==> src/rtl/mem_arbiter.sv <==
// ---------------------------------------------------------------------------
// mem_arbiter
//
// Shares a single line-wide memory port between three clients: I-cache line
// reads, D-cache line reads and D-cache writebacks. At most one read is in
// flight at any time. A writeback can be issued while a read is in flight.
//
// Request/grant handshake (all three client channels):
//   A client raises its request and holds it stable, together with its
//   address and data, until it sees its one-cycle grant pulse. A request seen
//   at rising edge N produces the grant pulse during cycle N+1. The memory
//   command (mem_req or mem_write, with its address and data) is pulsed in
//   that same cycle. The client may drop its request during the grant cycle
//   or keep it up through that cycle. A request already shown a grant is
//   never served a second time. Dropping a request before it is granted is
//   legal, and nothing is then issued for it.
//   Read responses use no handshake. ic_res/dc_res is a one-cycle valid that
//   goes to the owner of the outstanding read, in the same cycle as the
//   matching mem_res.
//
// Ports
//   clk, rst                              clock, synchronous active-high reset
//   ic_req, ic_req_addr                   I-cache line read request
//   dc_req, dc_req_addr                   D-cache line read request
//   dc_write, dc_write_addr/_data         D-cache writeback request
//   ic_grant, dc_grant, dc_wgrant         one-cycle acceptance pulses
//   ic_res/_addr/_data, dc_res/_addr/_data  response, routed to the read owner
//   mem_req, mem_req_addr                 memory read command (one cycle)
//   mem_write, mem_write_addr/_data       memory write command (one cycle)
//   mem_res, mem_res_addr/_data           memory read response
//   timeout                               pulse when a read is abandoned
//   state_dbg                             FSM state (0 = IDLE, 1 = WAIT_RES)
//
// Configuration
//   MEM_ARB_TIMEOUT_EN  when defined, a read with no matching response for
//                       TIMEOUT cycles is abandoned. timeout pulses for one
//                       cycle and the FSM returns to IDLE. When undefined,
//                       timeout is tied low and the FSM waits indefinitely.
// ---------------------------------------------------------------------------
module mem_arbiter #(
  parameter int WORD_SIZE = 32,
  parameter int LINE_SIZE = 128,
  parameter int TIMEOUT   = 64
) (
  input  logic                 clk,
  input  logic                 rst,
  input  logic                 ic_req,
  input  logic [WORD_SIZE-1:0] ic_req_addr,
  input  logic                 dc_req,
  input  logic [WORD_SIZE-1:0] dc_req_addr,
  input  logic                 dc_write,
  input  logic [WORD_SIZE-1:0] dc_write_addr,
  input  logic [LINE_SIZE-1:0] dc_write_data,
  output logic                 ic_grant,
  output logic                 dc_grant,
  output logic                 dc_wgrant,
  output logic                 ic_res,
  output logic [WORD_SIZE-1:0] ic_res_addr,
  output logic [LINE_SIZE-1:0] ic_res_data,
  output logic                 dc_res,
  output logic [WORD_SIZE-1:0] dc_res_addr,
  output logic [LINE_SIZE-1:0] dc_res_data,
  output logic                 mem_req,
  output logic [WORD_SIZE-1:0] mem_req_addr,
  output logic                 mem_write,
  output logic [WORD_SIZE-1:0] mem_write_addr,
  output logic [LINE_SIZE-1:0] mem_write_data,
  input  logic                 mem_res,
  input  logic [WORD_SIZE-1:0] mem_res_addr,
  input  logic [LINE_SIZE-1:0] mem_res_data,
  output logic                 timeout,
  output logic                 state_dbg
);

  typedef enum logic {
    ST_IDLE     = 1'b0,
    ST_WAIT_RES = 1'b1
  } state_t;

  // Read owner encoding
  localparam logic OWNER_IC = 1'b0;
  localparam logic OWNER_DC = 1'b1;

  state_t               state_q;
  state_t               state_d;
  logic                 owner_q;       // owner of the outstanding read
  logic                 last_owner_q;  // owner of the last completed read
  logic [WORD_SIZE-1:0] rd_addr_q;     // address of the outstanding read

  logic                 res_match;     // matching response this cycle
  logic                 abandon;       // outstanding read times out at this edge
  logic                 issue_write;
  logic                 issue_read;
  logic                 read_pick;
  logic [WORD_SIZE-1:0] read_addr;

  // A matching response is recognised only while a read is outstanding.
  // A response with any other address, or one that arrives in IDLE, is dropped.
  assign res_match = (state_q == ST_WAIT_RES) && mem_res && (mem_res_addr == rd_addr_q);

  // -------------------------------------------------------------------------
  // Issue decision
  // -------------------------------------------------------------------------
  // The writeback takes priority. A dc_write that is showing its grant during
  // this cycle has already been served, so it is masked. This prevents a client
  // that holds the request through the grant cycle from getting a second write.
  // Because that masked write is no longer pending, a read can issue at the
  // same edge.
  always_comb begin
    issue_write = dc_write && !dc_wgrant;
    issue_read  = 1'b0;
    read_pick   = OWNER_IC;
    read_addr   = ic_req_addr;
    if ((state_q == ST_IDLE) && !issue_write) begin
      if (ic_req && dc_req) begin
        // Round-robin: serve the opposite of the last completed read
        issue_read = 1'b1;
        read_pick  = (last_owner_q == OWNER_DC) ? OWNER_IC : OWNER_DC;
      end else if (ic_req) begin
        issue_read = 1'b1;
        read_pick  = OWNER_IC;
      end else if (dc_req) begin
        issue_read = 1'b1;
        read_pick  = OWNER_DC;
      end
    end
    read_addr = (read_pick == OWNER_DC) ? dc_req_addr : ic_req_addr;
  end

  // -------------------------------------------------------------------------
  // FSM: state register
  // -------------------------------------------------------------------------
  always_ff @(posedge clk) begin
    if (rst) begin
      state_q <= ST_IDLE;
    end else begin
      state_q <= state_d;
    end
  end

  // -------------------------------------------------------------------------
  // FSM: next state
  // -------------------------------------------------------------------------
  always_comb begin
    state_d = state_q;
    case (state_q)
      ST_IDLE: begin
        if (issue_read) state_d = ST_WAIT_RES;
      end
      ST_WAIT_RES: begin
        if (res_match || abandon) state_d = ST_IDLE;
      end
      default: state_d = ST_IDLE;
    endcase
  end

  // -------------------------------------------------------------------------
  // FSM: outputs (response routing is combinational)
  // -------------------------------------------------------------------------
  always_comb begin
    ic_res      = 1'b0;
    ic_res_addr = '0;
    ic_res_data = '0;
    dc_res      = 1'b0;
    dc_res_addr = '0;
    dc_res_data = '0;
    if (res_match) begin
      if (owner_q == OWNER_IC) begin
        ic_res      = 1'b1;
        ic_res_addr = mem_res_addr;
        ic_res_data = mem_res_data;
      end else begin
        dc_res      = 1'b1;
        dc_res_addr = mem_res_addr;
        dc_res_data = mem_res_data;
      end
    end
  end

  assign state_dbg = state_q;

  // -------------------------------------------------------------------------
  // Read ownership and round-robin history
  // -------------------------------------------------------------------------
  // last_owner resets to DC so that on a tie the I-cache is served first.
  // Only a completed read updates it. An abandoned read leaves it unchanged.
  always_ff @(posedge clk) begin
    if (rst) begin
      owner_q      <= OWNER_IC;
      rd_addr_q    <= '0;
      last_owner_q <= OWNER_DC;
    end else begin
      if (issue_read) begin
        owner_q   <= read_pick;
        rd_addr_q <= read_addr;
      end
      if (res_match) begin
        last_owner_q <= owner_q;
      end
    end
  end

  // -------------------------------------------------------------------------
  // Registered grants and memory commands
  // -------------------------------------------------------------------------
  // Address and data buses are zero whenever their command is idle. The write
  // payload is captured here, so the client can change dc_write_data as soon
  // as it sees dc_wgrant.
  always_ff @(posedge clk) begin
    if (rst) begin
      ic_grant       <= 1'b0;
      dc_grant       <= 1'b0;
      dc_wgrant      <= 1'b0;
      mem_req        <= 1'b0;
      mem_req_addr   <= '0;
      mem_write      <= 1'b0;
      mem_write_addr <= '0;
      mem_write_data <= '0;
    end else begin
      dc_wgrant      <= issue_write;
      mem_write      <= issue_write;
      mem_write_addr <= issue_write ? dc_write_addr : '0;
      mem_write_data <= issue_write ? dc_write_data : '0;
      ic_grant       <= issue_read && (read_pick == OWNER_IC);
      dc_grant       <= issue_read && (read_pick == OWNER_DC);
      mem_req        <= issue_read;
      mem_req_addr   <= issue_read ? read_addr : '0;
    end
  end

  // -------------------------------------------------------------------------
  // Response timeout
  // -------------------------------------------------------------------------
`ifdef MEM_ARB_TIMEOUT_EN
  localparam int CNT_W = (TIMEOUT > 1) ? $clog2(TIMEOUT) : 1;

  logic [CNT_W-1:0] to_cnt_q;
  logic             timeout_q;

  // The counter holds the number of full WAIT_RES cycles already elapsed.
  // With TIMEOUT = 64, the read issued in cycle C is abandoned at the edge that
  // ends cycle C+63, and timeout is high during cycle C+64. A response that
  // matches on that final edge wins over the timeout.
  assign abandon = (state_q == ST_WAIT_RES) && !res_match &&
                   (to_cnt_q == CNT_W'(TIMEOUT - 1));

  always_ff @(posedge clk) begin
    if (rst) begin
      to_cnt_q  <= '0;
      timeout_q <= 1'b0;
    end else begin
      timeout_q <= abandon;
      if ((state_q == ST_WAIT_RES) && !res_match && !abandon) begin
        to_cnt_q <= to_cnt_q + CNT_W'(1);
      end else begin
        to_cnt_q <= '0;
      end
    end
  end

  assign timeout = timeout_q;
`else
  assign abandon = 1'b0;
  // The feature is compiled out. TIMEOUT stays in the parameter list and
  // only takes part in this constant-false term.
  assign timeout = (TIMEOUT < 0);
`endif

endmodule

==> config.mk <==
export PLATFORM = sky130hd
export DESIGN_NAME = mem_arbiter
export DESIGN_NICKNAME = d
export VERILOG_FILES = /design/src/rtl/mem_arbiter.sv
export SDC_FILE = /design/constraint.sdc
export NUM_CORES = 1
export LEC_CHECK = 0
export CAP_MARGIN = 10
export CORE_AREA = 4 4 351 353
export CTS_CLUSTER_DIAMETER = 100
export CTS_CLUSTER_SIZE = 16
export DETAILED_ROUTE_END_ITERATION = 8
export DIE_AREA = 0 0 355 357
export GPL_TIMING_DRIVEN = 0
export SLEW_MARGIN = 10
export SYNTH_ARGS = -nofsm -noshare
export SYNTH_HDL_FRONTEND = slang
export SYNTH_SLANG_ARGS = --single-unit
==> constraint.sdc <==
create_clock -name clk -period 3.6 [get_ports clk]
set_input_delay 0.72 -clock clk [delete_from_list [all_inputs] [get_ports clk]]
set_output_delay 0.72 -clock clk [all_outputs]
set_load 0.02 [all_outputs]
==> report_table.html <==
<table>
<tr><th>Metric</th><th>Value</th></tr>
<tr><th colspan="2">Flow run</th></tr>
<tr><td>Number of max-cap violations</td><td>0</td></tr>
<tr><th colspan="2">GRT</th></tr>
<tr><td>Largest net degree at the start of global routing</td><td>17</td></tr>
<tr><td>Total congestion overflow after global routing</td><td>0</td></tr>
<tr><td>Antenna violations before repair</td><td>between 90 and 100</td></tr>
<tr><td>First-pass GRT wire length</td><td>~120000 um</td></tr>
<tr><td>Overall global routing resource usage</td><td>between 10% and 20%</td></tr>
<tr><td>Vias in the first global route</td><td>~11000</td></tr>
<tr><th colspan="2">Yosys</th></tr>
<tr><td>Post-Synthesis Mean Instance Area</td><td>about 9.7 um^2</td></tr>
<tr><td>Flip-flop and latch count after synthesis</td><td>231</td></tr>
<tr><td>Predominant post-synthesis flop cell</td><td>dfxtp_1</td></tr>
<tr><td>Synthesized netlist net count</td><td>between 1000 and 1500</td></tr>
<tr><td>Top cells by area, synth</td><td>dfxtp_1, and2_1, mux2i_1, o2bb2ai_1, xor2_1</td></tr>
<tr><td>Synth warnings</td><td>0</td></tr>
<tr><td>Most repeated cell in the gate-level netlist after synthesis</td><td>and2_1</td></tr>
<tr><td>Sequential fraction of the synthesis area</td><td>50.21%</td></tr>
<tr><td>Number of library cell types mapped by synthesis</td><td>32</td></tr>
<tr><td>Cell type with the largest total area after synthesis</td><td>dfxtp_1</td></tr>
<tr><td>Count of mapped cells out of synthesis</td><td>948</td></tr>
<tr><td>Fraction of synthesis flops using an asynchronous set or reset pin</td><td>0%</td></tr>
<tr><td>Fraction of synthesized cell area taken by the top area cell type</td><td>50.21%</td></tr>
<tr><td>Top post-synthesis cells by count</td><td>and2_1, dfxtp_1, clkbuf_1</td></tr>
<tr><td>Number of enable flip-flop cells after synthesis</td><td>0</td></tr>
<tr><td>Synth Cell Area</td><td>around 9000 um^2</td></tr>
<tr><th colspan="2">Die</th></tr>
<tr><td>I/O Pins</td><td>just over 900</td></tr>
<tr><td>Initial Util</td><td>slightly below 8%</td></tr>
<tr><td>Row Count</td><td>around 130</td></tr>
<tr><td>Area of the core</td><td>about 120000 um^2</td></tr>
<tr><td>Die outline height</td><td>roughly 360 um</td></tr>
<tr><td>Die Area</td><td>~130000 um^2</td></tr>
<tr><td>Chip width</td><td>between 300 and 400 um</td></tr>
<tr><th colspan="2">Timing</th></tr>
<tr><td>Transition at the pin with the smallest max-transition slack</td><td>~1.1 ns</td></tr>
<tr><td>Ratio of final minimum period to clock period</td><td>107.7%</td></tr>
<tr><td>RSZ-0062 raised after global routing</td><td>true</td></tr>
<tr><td>Setup TNS</td><td>-54.00 ns</td></tr>
<tr><td>Final hold vios</td><td>0</td></tr>
<tr><td>Max transition margin</td><td>26.23%</td></tr>
<tr><td>Max-slew violation count</td><td>0</td></tr>
<tr><td>Final worst slack</td><td>-0.2772 ns</td></tr>
<tr><td>Maximum achievable frequency</td><td>between 0.2 and 0.3 GHz</td></tr>
<tr><td>Final clock skew</td><td>0.03961 ns</td></tr>
<tr><td>Number of endpoints failing setup at the final stage</td><td>approximately 320</td></tr>
<tr><td>Hold slack final</td><td>between 0.4 and 0.5 ns</td></tr>
<tr><td>Final worst path period need</td><td>roughly 3.9 ns</td></tr>
<tr><th colspan="2">Status</th></tr>
<tr><td>Violated checks</td><td>negative setup slack</td></tr>
<tr><td>Outcome</td><td>complete, but fails checks</td></tr>
<tr><th colspan="2">Route</th></tr>
<tr><td>Number of nets with antenna violations after detailed routing</td><td>0</td></tr>
<tr><td>First drt pass iteration count</td><td>4</td></tr>
<tr><td>Number of design-rule violations left by the first detailed-router iteration</td><td>501</td></tr>
<tr><td>Routed wirelength normalized by instance count</td><td>around 27 um</td></tr>
<tr><td>Final Routed Wirelength</td><td>approximately 100000 um</td></tr>
<tr><td>Number of DRC violations after detailed routing</td><td>0</td></tr>
<tr><td>Via count</td><td>roughly 11000</td></tr>
<tr><td>Mean number of vias per cell</td><td>3.047</td></tr>
<tr><th colspan="2">Clock network</th></tr>
<tr><td>Clock tree from TritonCTS</td><td>yes</td></tr>
<tr><td>Clock transition at path regs</td><td>~0.070 ns</td></tr>
<tr><td>H-tree Lvls</td><td>1</td></tr>
<tr><td>Worst-skew pair later-pin latency</td><td>around 0.61 ns</td></tr>
<tr><td>Number of hold-repair buffers added at the cts stage</td><td>0</td></tr>
<tr><td>Maximum count of clock buffers along a single path</td><td>3</td></tr>
<tr><td>CTS root buffer</td><td>clkbuf_16</td></tr>
<tr><td>Clock net sink count</td><td>231</td></tr>
<tr><td>Number of buffers added by the clock tree synthesis step</td><td>26</td></tr>
<tr><th colspan="2">Place</th></tr>
<tr><td>Number of input and output port buffers inserted</td><td>909</td></tr>
<tr><td>Post-Place Setup Slack</td><td>-3.100 ns</td></tr>
<tr><td>Placed insts</td><td>~3500</td></tr>
<tr><td>DP Wirelength</td><td>a little under 90000 um</td></tr>
<tr><td>Placer's final routability congestion estimate</td><td>approximately 0.85</td></tr>
<tr><th colspan="2">Power and ir drop</th></tr>
<tr><td>Total chip power</td><td>between 0.006 and 0.007 W</td></tr>
<tr><td>Static leakage</td><td>9.244 nW</td></tr>
<tr><td>Peak supply drop</td><td>0.2972 mV</td></tr>
<tr><td>Power density relative to cell area</td><td>between 300 and 400 nW/um^2</td></tr>
<tr><th colspan="2">Final layout</th></tr>
<tr><td>Area growth from synthesis to layout</td><td>140.0%</td></tr>
<tr><td>Net count of the finished layout</td><td>between 2000 and 2500</td></tr>
<tr><td>Fraction of final layout cells with drive strength greater than 1</td><td>approximately a quarter</td></tr>
<tr><td>Post-Layout Cell Count</td><td>~3600</td></tr>
<tr><th colspan="2">Hold path</th></tr>
<tr><td>Path category of the worst min-delay check</td><td>reg -&gt; reg</td></tr>
<tr><th colspan="2">Setup path</th></tr>
<tr><td>Classification of the worst setup path</td><td>in -&gt; out</td></tr>
<tr><td>Nature of the critical path endpoint</td><td>primary output</td></tr>
<tr><td>Data arrival at the endpoint of the critical path</td><td>~3.2 ns</td></tr>
<tr><td>Worst Path Max Fanout</td><td>5</td></tr>
<tr><td>Required time at the worst-slack endpoint</td><td>2.88 ns</td></tr>
<tr><td>CP startpoint kind</td><td>input port</td></tr>
</table>
==> cell usage in the layout, fill, tap and decap left out, drive strengths merged, types with 2 or more instances in the layout <==
cell type      synthesis  final
dfxtp                231    231
nor4                   7      7
diode                  0     28
o2bb2ai               32     32
clkdlybuf4s50          0    557
clkbuf                44     96
and2                 480    480
nand4                  2      2
nor2b                  3      3
nor3                   2      2
nor2                  35     35
clkdlybuf4s15          0     26
nand2b                 8      8
clkinv                 0      6
nand2                  3      3
buf                   23    305
mux2i                 32     32
dlygate4sd2            0     58
xor2                  25     25
o2111a                 2      2
inv                    6     13
dlymetal6s2s           0      2
nand3                  3      3
==> final cells by class <==
| class | instances | area, um^2 |
|---|---|---|
| fillers | 13520 | 97710 |
| inverters | 6 | 22.52 |
| diodes | 28 | 70.07 |
| repair buffers | 948 | 9191 |
| well taps | 1612 | 2017 |
| clock inverters | 14 | 183.9 |
| clock buffers | 30 | 695.7 |
| plain buffers | 66 | 648.1 |
| flip-flops and latches | 231 | 4631 |
| multi-input cells | 644 | 4646 |
==> through the flow <==
step / instance area (um^2) / util (%)
after floorplan: 9210 / -
after global routing: 22050 / 18.40
after CTS: 22080 / 18.43
after detailed placement: 20350 / 16.98
after global placement: 20330 / 16.96
final: 22110 / 18.45
==> final timing paths <==
kind	start	endpoint	slack (ns)	depth (start not counted)
worst max-delay path	mem_res_addr[25]	ic_res_addr[18]	-0.28	12
worst min-delay path	rd_addr_q[21]	rd_addr_q[21]	0.47	1
worst max register to register	mem_write	rd_addr_q[1]	0.35	7
worst min register to register	rd_addr_q[21]	rd_addr_q[21]	0.47	1
==> logic make-up after synthesis <==
| kind of cell | Yosys count | synth area share [%] |
|---|---|---|
| mux | 32 | 3.478 |
| buf+inv | 73 | 3.355 |
| simple gates | 545 | 36.63 |
| flops | 231 | 50.21 |
| compound gates | 41 | 3.912 |
| other cells | 1 | 0.04072 |
| xor+xnor | 25 | 2.377 |
==> timing repair <==
action,4_1_cts,5_1_grt
endpoints found under the setup margin,324,324
setup buffers,17,7
pin swaps,25,6
gates resized for setup,1303,403
gates cloned,5,9
==> critical path: stages <==
cell and delay [ns]:
clkdlybuf4s50_1 0.56, nand2b_1 0.13, o2111a_1 0.22, nand4_1 0.21
nor4_4 0.34, buf_6 0.20, buf_12 0.12, buf_16 0.13
buf_16 0.15, buf_6 0.11, and2_4 0.13, buf_6 0.11
==> where the power goes <==
part / internal [W] / switching (W) / leakage, nW
clock: 0.00145 / 0.00137 / 0.424
combinational: 0.000641 / 0.000612 / 6.93
sequential: 0.00268 / 0.0000618 / 1.89
total: 0.00477 / 0.00204 / 9.24
==> registers in the layout (all words and copies together), names as in the netlist <==
signal	flops
mem_write_data	128
rd_addr_q	32
state_dbg	1
last_owner_q	1
owner_q	1
mem_req	1
mem_write_addr	32
mem_write	1
ic_grant	1
dc_grant	1
mem_req_addr	32
==> metal layers <==
metal / wire, um / GRT usage (%) / share of wire [%]
met1: 38240 / 16.61 / 39
met2: 47100 / 25.34 / 48
met3: 10280 / 6.440 / 10
met4: 2317 / 2.701 / 2.4
met5: 355 / 0 / 0.36
Power figures use the tool's default switching activity.
